**src/rtl/process_scheduler.sv**
```systemverilog
// Round-robin time-slice scheduler: tracks resident process slots, times the running
// slice and sequences the save/select/restore context-switch handshake with the CPU.
module process_scheduler #(
    parameter int NPROC     = 4,
    parameter int PID_W     = 2,
    parameter int QUANTUM   = 256,
    parameter int PART_SIZE = 1024
) (
    input  logic             clk,
    input  logic             rst_n,
    input  logic             i_proc_create,
    input  logic [PID_W-1:0] i_create_id,
    input  logic             i_proc_exit,
    input  logic             i_ctx_saved,
    input  logic             i_ctx_restored,
    output logic             o_interruptionProcess,
    output logic             o_cpu_stall,
    output logic [PID_W-1:0] o_cur_pid,
    output logic [31:0]      o_base_addr,
    output logic [NPROC-1:0] o_ready_mask,
    output logic             o_idle
);

    localparam int CNT_W = $clog2(QUANTUM + 1);

    typedef enum logic [2:0] {
        S_IDLE,
        S_SELECT,
        S_RESTORE,
        S_RUN,
        S_SAVE
    } state_t;

    state_t             r_state;
    logic [NPROC-1:0]   r_ready_mask;
    logic [PID_W-1:0]   r_cur_pid;
    logic [31:0]        r_base_addr;
    logic [CNT_W-1:0]   r_cnt;
    logic               r_intr;
    logic               r_stall;
    logic               r_idle;

    state_t             w_state_nxt;
    logic [NPROC-1:0]   w_mask_nxt;
    logic               w_found;
    logic [PID_W-1:0]   w_sel;
    logic [PID_W-1:0]   w_idx;

    // Walk offsets from NPROC down to 1 so the nearest ready slot after cur_pid wins;
    // offset NPROC wraps to cur_pid itself and is therefore the last resort.
    always_comb begin
        w_found = 1'b0;
        w_sel   = r_cur_pid;
        w_idx   = r_cur_pid;
        for (int k = NPROC; k >= 1; k--) begin
            w_idx = r_cur_pid + PID_W'(k);
            if (r_ready_mask[w_idx]) begin
                w_found = 1'b1;
                w_sel   = w_idx;
            end
        end
    end

    // Exit clears before create sets, so a same-slot create/exit leaves the slot ready.
    always_comb begin
        w_mask_nxt = r_ready_mask;
        if (r_state == S_RUN && i_proc_exit) begin
            w_mask_nxt[r_cur_pid] = 1'b0;
        end
        if (i_proc_create) begin
            w_mask_nxt[i_create_id] = 1'b1;
        end
    end

    always_comb begin
        w_state_nxt = r_state;
        case (r_state)
            S_IDLE: begin
                if (r_ready_mask != '0 || i_proc_create) begin
                    w_state_nxt = S_SELECT;
                end
            end
            S_SELECT: begin
                w_state_nxt = w_found ? S_RESTORE : S_IDLE;
            end
            S_RESTORE: begin
                if (i_ctx_restored) begin
                    w_state_nxt = S_RUN;
                end
            end
            S_RUN: begin
                if (i_proc_exit) begin
                    w_state_nxt = S_SELECT;
                end else if (r_cnt == CNT_W'(1)) begin
                    w_state_nxt = S_SAVE;
                end
            end
            S_SAVE: begin
                if (i_ctx_saved) begin
                    w_state_nxt = S_SELECT;
                end
            end
            default: begin
                w_state_nxt = S_IDLE;
            end
        endcase
    end

    always_ff @(posedge clk or negedge rst_n) begin
        if (!rst_n) begin
            r_state      <= S_IDLE;
            r_ready_mask <= '0;
            r_cur_pid    <= '0;
            r_base_addr  <= '0;
            r_cnt        <= CNT_W'(QUANTUM);
            r_intr       <= 1'b0;
            r_stall      <= 1'b1;
            r_idle       <= 1'b1;
        end else begin
            r_state      <= w_state_nxt;
            r_ready_mask <= w_mask_nxt;
            r_intr       <= (r_state == S_SELECT) && w_found;
            r_stall      <= (w_state_nxt != S_RUN);
            r_idle       <= (w_state_nxt == S_IDLE);

            if (r_state == S_SELECT && w_found) begin
                r_cur_pid   <= w_sel;
                r_base_addr <= 32'(w_sel) * 32'(PART_SIZE);
            end

            // The slice counter is only ever reloaded on RESTORE->RUN and saturates at zero.
            if (r_state == S_RESTORE && i_ctx_restored) begin
                r_cnt <= CNT_W'(QUANTUM);
            end else if (r_state == S_RUN && r_cnt != '0) begin
                r_cnt <= r_cnt - CNT_W'(1);
            end
        end
    end

    assign o_interruptionProcess = r_intr;
    assign o_cpu_stall           = r_stall;
    assign o_cur_pid             = r_cur_pid;
    assign o_base_addr           = r_base_addr;
    assign o_ready_mask          = r_ready_mask;
    assign o_idle                = r_idle;

endmodule

```
**config.mk**
```make
export PLATFORM = sky130hd
export DESIGN_NAME = process_scheduler
export DESIGN_NICKNAME = d
export VERILOG_FILES = /design/src/rtl/process_scheduler.sv
export SDC_FILE = /design/constraint.sdc
export NUM_CORES = 1
export LEC_CHECK = 0
export CORE_AREA = 2 2 65 67
export DETAILED_ROUTE_END_ITERATION = 6
export DIE_AREA = 0 0 67 69
export GPL_TIMING_DRIVEN = 1
export HOLD_SLACK_MARGIN = 0.1
export PLACE_DENSITY = 0.73
export SLEW_MARGIN = 20
export SYNTH_ARGS = -nofsm -noshare
export SYNTH_HDL_FRONTEND = slang
export SYNTH_SLANG_ARGS = --single-unit
```
**constraint.sdc**
```tcl
create_clock -name clk -period 1.83 [get_ports clk]
set_clock_uncertainty 0.15 [all_clocks]
set_input_delay 0.4575 -clock clk [delete_from_list [all_inputs] [get_ports clk]]
set_output_delay 0.4575 -clock clk [all_outputs]
set_load 0.05 [all_outputs]
```
Yosys cells after proc, flatten, opt, wreduce, memory -nomap -nowiden
Cells that the tools add are included.
- register bits after elaboration: 21
- bits of input ports: 8
- output and inout port bits: 41
- $add $sub $neg: 4
- order comparisons: 7
- equal/unequal tests: 6
- multiplexer cells: 30
- bitwise operators: 3
- reduce and logical (&&, ||, !) cells: 14
- operators by type and width (cell ; count):
    two-way mux 9 bit ; 2
    less-than comparator 2 x 3 -> 1 bit, second input constant ; 5
    two-way mux 3 bit ; 5
    case mux 3 bit (5 select lines) ; 1
    two-way mux 1 bit ; 10
    equality test 9 x 1 -> 1 bit, second input constant ; 1
    nonzero test 9 bit ; 1
    subtractor 9 x 1 -> 9 bit, second input constant ; 1
    binary-select mux 1 bit (select 2 bit) ; 4
    two-way mux 2 bit ; 4
    two-way mux 4 bit ; 2
    equality test 3 x 2 -> 1 bit, second input constant ; 2
    logical AND 1 bit ; 6
    logical NOT 3 bit ; 2
    adder 2 bit, second input constant ; 2
    AND 4 bit ; 1
    demux 1 bit (select 2 bit) ; 2
    >= comparator 2 x 1 -> 1 bit, second input constant ; 2
    NOT 4 bit ; 1
    bitwise OR 4 bit ; 1
    nonzero test 4 bit ; 1
    equality test 3 x 1 -> 1 bit, second input constant ; 1
    equality test 3 bit, second input constant ; 1
    inequality test 3 x 2 -> 1 bit, second input constant ; 1
    other kinds (5) ; 5

Depth between registers and ports, before layout
Gate-level depths: netlist of run 1.
- depth in word-level cells: 9
- gate-level depth with buffers: 7
- depth with buffers taken out: 6

Least setup slack after synthesis of run 1
Ideal clock, no wire load.
- path type: register -> register
- start: register o_base_addr[11] (netlist name)
- end: register r_base_addr[10], in the netlist o_base_addr[10]
- arrival time: 1911 ps
- slack: -351 ps
- stages on the path, launching flop included: 7
- clock period less this slack: 2181 ps
- cell sequence: dfrtp_1 > clkbuf_1 > inv_1 > ha_1 > o21ai_0 > o211ai_1 > a31o_2
- RTL lines (element ; line ; text):
    end signal, assigned ; 128 ; r_base_addr <= 32'(w_sel) * 32'(PART_SIZE);
    end, declared ; 37 ; logic [31:0] r_base_addr;

Worst setup path after layout of run 1
- start: register r_cnt[1]
- end: register r_cnt[5]
- word-level cells in the longest chain between the ends: 3
- RTL lines (element ; line ; text):
    start, declared ; 38 ; logic [CNT_W-1:0] r_cnt;
    start signal, assigned ; 115 ; r_cnt <= CNT_W'(QUANTUM);
    start signal, assigned ; 133 ; r_cnt <= CNT_W'(QUANTUM);
    start signal, assigned ; 135 ; r_cnt <= r_cnt - CNT_W'(1);
    subtractor 9 x 1 -> 9 bit or nonzero test 9 bit (tied branches) ; 135, 134 ;
    two-way mux 9 bit or logical AND 1 bit (tied branches) ; 134 ; end else if (r_state == S_RUN && r_cnt != '0) begin
    two-way mux 9 bit or nonzero test 2 bit (tied branches) ; - ;
Several ways; a longest one is shown, not always the timed one. The select of a mux whose other input is x is not followed.
A chain may end at the register's enable or synchronous reset.

==> results of run 1 <==
[layer usage]
layer	vias up	share of wire	routed length, µm	GRT usage
li1	609	-	-	-
met1	598	0.42	1370	0.189
met2	22	0.53	1720	0.235
met3	6	0.035	114	0.0326
met4	0	0.020	64	0.0499
met5	-	0	0	0
[cell usage in the layout, fill, tap and decap left out, drive strengths merged, types with 2 or more instances in the layout]
| cell type | count |
|---|---|
| a32o | 4 |
| dfrtp | 18 |
| clkdlybuf4s50 | 7 |
| a211o | 2 |
| nand2 | 8 |
| or4 | 5 |
| conb | 30 |
| nor4b | 2 |
| a21oi | 7 |
| nor2 | 7 |
| o211ai | 4 |
| inv | 9 |
| or3 | 4 |
| nand3 | 5 |
| nand2b | 2 |
| nor4 | 3 |
| mux2i | 5 |
| dfstp | 3 |
| buf | 33 |
| a31oi | 2 |
| nor3 | 7 |
| clkbuf | 4 |
| o21ai | 5 |
| ha | 7 |
[through the flow]
step	total power, µW	setup TNS, ns	setup WS (ns)
4_1_cts	3700	-0.0901	-0.0473
6_report	3800	-0.0719	-0.0375
5_1_grt	4040	-0.512	-0.118
3_3_place_gp	3320	-0.000668	-0.000668
3_5_place_dp	3370	-0.0745	-0.0436
2_1_floorplan	2480	-0.171	-0.0650
[final timing paths]
check | end
setup / recovery | r_cnt[5]
hold / removal | r_cnt[2]
setup reg to reg | r_cnt[5]
hold reg to reg | r_cnt[6]
max in group asynchronous | r_cnt[8]
min in group clk | r_cnt[6]
[worst max-delay path, cell delays in order (launching register included)]
cell	delay, ns
dfrtp_1	0.36
inv_2	0.07
ha_4	0.15
nor4b_4	0.13
a211o_1	0.34
or4_4	0.42
mux2i_1	0.13
[power groups by stage]
stage	clock network, µW	registers, µW	logic [µW]
after floorplan	0	1190	1300
after global placement	0	936	2390
after detailed placement	0	943	2430
after CTS	315	938	2450
after global routing	336	987	2720
final	310	958	2530
[state kept, by name (all words and copies together), names as in the netlist]
register,cells
o_base_addr,2
o_cpu_stall,1
o_idle,1
o_interruptionProcess,1
o_ready_mask,4
r_cnt,9
r_state,3
[timing repair]
action                                  in CTS  in global routing
buffers inserted                             0                  1
cloned                                       0                  0
endpoints found under the setup margin       2                 13
pin swaps                                    0                  5
resized for setup                            1                 11
[cells by family after synthesis]
kind of cell | after synthesis | share of synthesized area
xor+xnor | 1 | 0.00558
fa+ha+maj | 7 | 0.0558
compound gates | 34 | 0.163
other cells | 1 | 0.00239
mux | 6 | 0.0390
simple gates | 49 | 0.200
buf+inv | 47 | 0.198
flops | 21 | 0.337
[final cells by class]
cell class / instances / share of cell area
multi-input cells: 127 / 0.438
flip-flops and latches: 21 / 0.265
repair buffers: 40 / 0.227
well taps: 50 / 0.0309
clock buffers: 4 / 0.0222
inverters: 9 / 0.0167
==> flow_summary_export.csv, run 1 <==
group,metric,value,unit
power_and_ir_drop,pwr-share-clk,0.082,
timing,fin_ws,-0.0375,ns
final_layout,diodes,0,
outcome,outcome,"complete, but fails checks",
logic_synthesis,ys_warn_count,0,
detailed_routing,dr.pass1.iters,4,
place,placed_area,1920,µm²
setup_path,start_kind,"flip-flop",
detailed_routing,vias,1235,
logic_synthesis,ys_seq_elements,21,
timing,period_share,1.02,
logic_synthesis,avgSynthCellArea,9.46,µm²
cts,path_clk_slew,0.08,ns
logic_synthesis,ys.flop_type,"dfrtp_1",
logic_synthesis,ys_top_cells_by_area,"dfrtp_1, buf_4, ha_1, dfstp_2, mux2i_1",
global_routing,grt_usage,0.146,
global_routing,antenna_found_initial,0,
place,place.gp.congestion,0.863,
detailed_routing,via_per_inst,4.92,
timing,tightestPinTransition,0.502,ns
logic_synthesis,synthDominantCellAreaShare,0.287,
logic_synthesis,syn_inst,166,
floorplan,chipWidth,67,µm
flow_run,drv_cap,0,
power_and_ir_drop,peakVddDrop,1150,µV
detailed_routing,drt_wl_total,3270,µm
power_and_ir_drop,p_sw_frac,0.468,
cts,postCtsHoldBufs,0,
logic_synthesis,synth_edf_count,0,
logic_synthesis,yosys.area.top_type,"dfrtp_1",
final_layout,multi_input_area,887,µm²
timing,setup_viol,2,
final_layout,finish.instance_area,2020,µm²
final_layout,final_util,0.517,
power_and_ir_drop,p_int,2020,µW
power_and_ir_drop,seqPwrFrac,0.252,
floorplan,rows,23,
power_and_ir_drop,power.switching,1780,µW
timing,timing.hold.ws,0.382,ns
cts,numCtsBuffers,3,
power_and_ir_drop,p_leak,0.000913,µW
cts,cts_tree,"built",
setup_path,ff2ff_setup_slack,-0.04,ns
global_routing,grt_pass1_wl,5350,µm
cts,cts.sinks,21,
setup_path,worstPathArrival,1.87,ns
global_routing,grt_max_degree,22,
final_layout,seqCellArea,537,µm²
timing,rsz0062_at_grt,"yes",
final_layout,fillers,382,
setup_path,worstSetupPathType,"flip-flop to flip-flop",
timing,slew_violations,0,
setup_path,cp-end-kind,"flip-flop",
setup_path,timing.rr.start,"r_cnt[1]",
setup_path,reg2reg_depth,6,
global_routing,gr-total-overflow,0,
detailed_routing,first_iter_violations,82,
logic_synthesis,ys_seq_area_frac,0.337,
floorplan,io_pins,49,
setup_path,crit_path_start,"r_cnt[1]",
floorplan,die_area,4620,µm²
place,portBuffers,18,
hold_path,holdCritPathClass,"input pin to async pin",
logic_synthesis,synth.distinct_cells,48,
place,dpl.hpwl,2440,µm
logic_synthesis,synth_most_common_cell,"buf_4",
final_layout,area_delta_synth_final,28.9,%
place,place_inst,246,
setup_path,cp.required,1.83,ns
timing,max-slew-margin-rel,0.662,
floorplan,coreArea,3910,µm²
cts,clock_latency,0.26,ns
final_layout,instances_no_fill,251,
power_and_ir_drop,comb_power_share,0.666,
cts,cts_root_buffer,"clkbuf_8",
timing,finalHoldViolCount,0,
detailed_routing,final_antenna_net_count,0,
outcome,violations,"setup timing",
logic_synthesis,synth_commonest_cells,"buf_4, dfrtp_1, inv_1",
cts,htree_num_levels,1,
timing,timing.final.crit_period,1.87,ns
floorplan,initial_core_util,0.401,
setup_path,worstPathMaxFanout,4,
detailed_routing,drc,0,
floorplan,die_height,69,µm
final_layout,fin_nets,217,
logic_synthesis,synthesis.area,1570,µm²
timing,max_freq,535,MHz
cts,cts_buffer_depth,2,
logic_synthesis,synthArstFlopShare,1.00,
power_and_ir_drop,powerDensity,1880,nW/µm²
detailed_routing,wl_per_cell,13.0,µm
final_layout,drive_gt1_frac,0.333,
global_routing,grt_pass1_vias,1162,
Power figures use the tool's default switching activity.
==> run 2: changes to the inputs <==
--- a/config.mk
+++ b/config.mk
@@ -5,12 +5,14 @@
 export SDC_FILE = /design/constraint.sdc
 export NUM_CORES = 1
 export LEC_CHECK = 0
-export CORE_AREA = 2 2 65 67
+export CORE_AREA = 2 2 63 65
+export CTS_BUF_LIST = sky130_fd_sc_hd__clkbuf_8
+export CTS_CLUSTER_SIZE = 10
 export DETAILED_ROUTE_END_ITERATION = 6
-export DIE_AREA = 0 0 67 69
+export DIE_AREA = 0 0 65 67
 export GPL_TIMING_DRIVEN = 1
 export HOLD_SLACK_MARGIN = 0.1
-export PLACE_DENSITY = 0.73
+export PLACE_DENSITY = 0.78
 export SLEW_MARGIN = 20
 export SYNTH_ARGS = -nofsm -noshare
 export SYNTH_HDL_FRONTEND = slang
==> flow_summary_export.csv, run 2 (same netlist as run 1, synthesis figures left out) <==
group,metric,value,unit
timing,max-slew-margin-rel,0.655,
place,place.gp.congestion,0.896,
cts,numCtsBuffers,3,
final_layout,final_common_cell,"conb_1",
floorplan,die_height,67,µm
setup_path,worstPathArrival,1.85,ns
place,dp_worst_setup_slack,-0.0611,ns
detailed_routing,dr.pass1.iters,4,
detailed_routing,drc,0,
floorplan,die_area,4360,µm²
timing,setup_viol,2,
global_routing,use_met1,0.187,
global_routing,grt_pass1_vias,1105,
timing,slew_violations,0,
detailed_routing,final_antenna_net_count,0,
cts,cts_buffer_depth,2,
timing,max_freq,540,MHz
global_routing,grt_usage,0.144,
setup_path,cp-end-kind,"flip-flop",
detailed_routing,first_iter_violations,68,
floorplan,rows,22,
global_routing,grt_pass1_wl,4940,µm
final_layout,most-common-layout-cells,"conb_1, buf_4, dfrtp_1, buf_12, nand2_1",
place,portBuffers,18,
cts,cts_tree,"built",
timing,finalHoldViolCount,0,
timing,timing.hold.ws,0.383,ns
global_routing,use_met3,0.0372,
timing,period_share,1.01,
cts,cts_root_buffer,"clkbuf_8",
detailed_routing,wl_per_cell,12.6,µm
floorplan,coreArea,3610,µm²
floorplan,initial_core_util,0.435,
cts,cts.sinks,21,
final_layout,diodes,0,
flow_run,drv_cap,0,
final_layout,fillers,337,
power_and_ir_drop,peakVddDrop,1070,µV
outcome,violations,"setup timing",
floorplan,chipWidth,65,µm
floorplan,io_pins,49,
final_layout,fin_nets,214,
final_layout,top_register,"r_cnt",
setup_path,start_kind,"flip-flop",
setup_path,cp_slowest_cell,"or4_1",
detailed_routing,drt_wl_total,3110,µm
final_layout,largest_register_ffs,9,
global_routing,antenna_found_initial,0,
cts,htree_num_levels,1,
timing,fin_ws,-0.0216,ns
setup_path,cp.required,1.83,ns
setup_path,cp_cell_sequence,"inv_2 > ha_2 > nor4b_4 > a211o_1 > or4_1 > mux2i_1",
timing,timing.final.crit_period,1.85,ns
final_layout,area_delta_synth_final,28.2,%
global_routing,gr-total-overflow,0,
hold_path,holdCritPathClass,"input pin to async pin",
final_layout,drive_gt1_frac,0.338,
setup_path,worstSetupPathType,"flip-flop to flip-flop",
detailed_routing,vias,1234,
cts,path_clk_slew,0.08,ns
detailed_routing,via_per_inst,5.02,
setup_path,crit_path_max_incr_delay,0.43,ns
global_routing,use_met2,0.245,
timing,rsz0062_at_grt,"yes",
global_routing,grt_max_degree,22,
cts,clock_latency,0.26,ns
place,dpl.hpwl,2310,µm
outcome,outcome,"complete, but fails checks",
setup_path,worstPathMaxFanout,4,
cts,postCtsHoldBufs,0,
timing,tightestPinTransition,0.512,ns
power_and_ir_drop,p_leak,0.000904,µW
power_and_ir_drop,powerDensity,1860,nW/µm²
global_routing,top_usage_layer,"met2",
## run 2: changes by cell type in the layout (fill, tap and decap cells not counted), moves of 2 or more
cell / delta
or4_1: +2
ha_2: +2
or4_4: -2
buf_4: -3
## run 2: layer usage
metal  wire length, µm  vias up
met5                 0        -
met4                 0        0
met3               176        0
met2              1680       31
met1              1250      604
li1                  -      599
## run 2: worst max-delay path: cells and delay by family, from the launching register on
kind	cells	cell delay [ns]
fa+ha+maj	1	0.16
flops	1	0.36
mux	1	0.13
simple gates	2	0.56
buf+inv	1	0.06
compound gates	1	0.30
## run 2: repair_timing
item	CTS	global route
setup buffers	1	0
pin swaps	3	2
gates resized for setup	1	15
endpoints found under the setup margin	6	11
## run 2: through the flow
step / std cells / utilization / power, µW / cell area (µm²) / TNS, ns
detailed placement: 241 / 0.526 / 3310 / 1900 / -0.148
floorplan: 195 / - / 2480 / 1700 / -0.171
global placement: 241 / 0.526 / 3280 / 1900 / -0.0180
finish: 246 / 0.558 / 3740 / 2010 / -0.0258
global route: 246 / 0.558 / 4000 / 2010 / -0.536
CTS: 246 / 0.541 / 3640 / 1950 / -0.0967
## run 2: final timing paths
kind                            startpoint     endpoint  slack, ns  cells after the start
min in group clk                  r_cnt[6]     r_cnt[6]       0.39                      1
worst min register to register    r_cnt[6]     r_cnt[6]       0.39                      1
worst min-delay path                 rst_n     r_cnt[4]       0.38                      2
worst max register to register    r_cnt[1]     r_cnt[5]      -0.02                      6
max in group asynchronous            rst_n  o_cpu_stall       0.87                      2
worst max-delay path              r_cnt[1]     r_cnt[5]      -0.02                      6
## run 2: layout make-up
| type | count | area, µm² | area share |
|---|---|---|---|
| clock inverter | 1 | 5.00 | 0.00249 |
| inverter | 9 | 33.8 | 0.0168 |
| clock buffer | 3 | 41.3 | 0.0205 |
| tap | 48 | 60.1 | 0.0298 |
| timing repair buffer | 37 | 437 | 0.217 |
| sequential | 21 | 537 | 0.267 |
| multi-input combinational | 127 | 900 | 0.447 |
## run 2: report_power, final
| part | leakage (µW) | switching (µW) | internal (µW) | total [µW] |
|---|---|---|---|---|
| sequential | 0.000243 | 297 | 696 | 993 |
| combinational | 0.000635 | 1320 | 1130 | 2440 |
| clock | 0.0000255 | 155 | 152 | 307 |
| total | 0.000904 | 1770 | 1980 | 3740 |
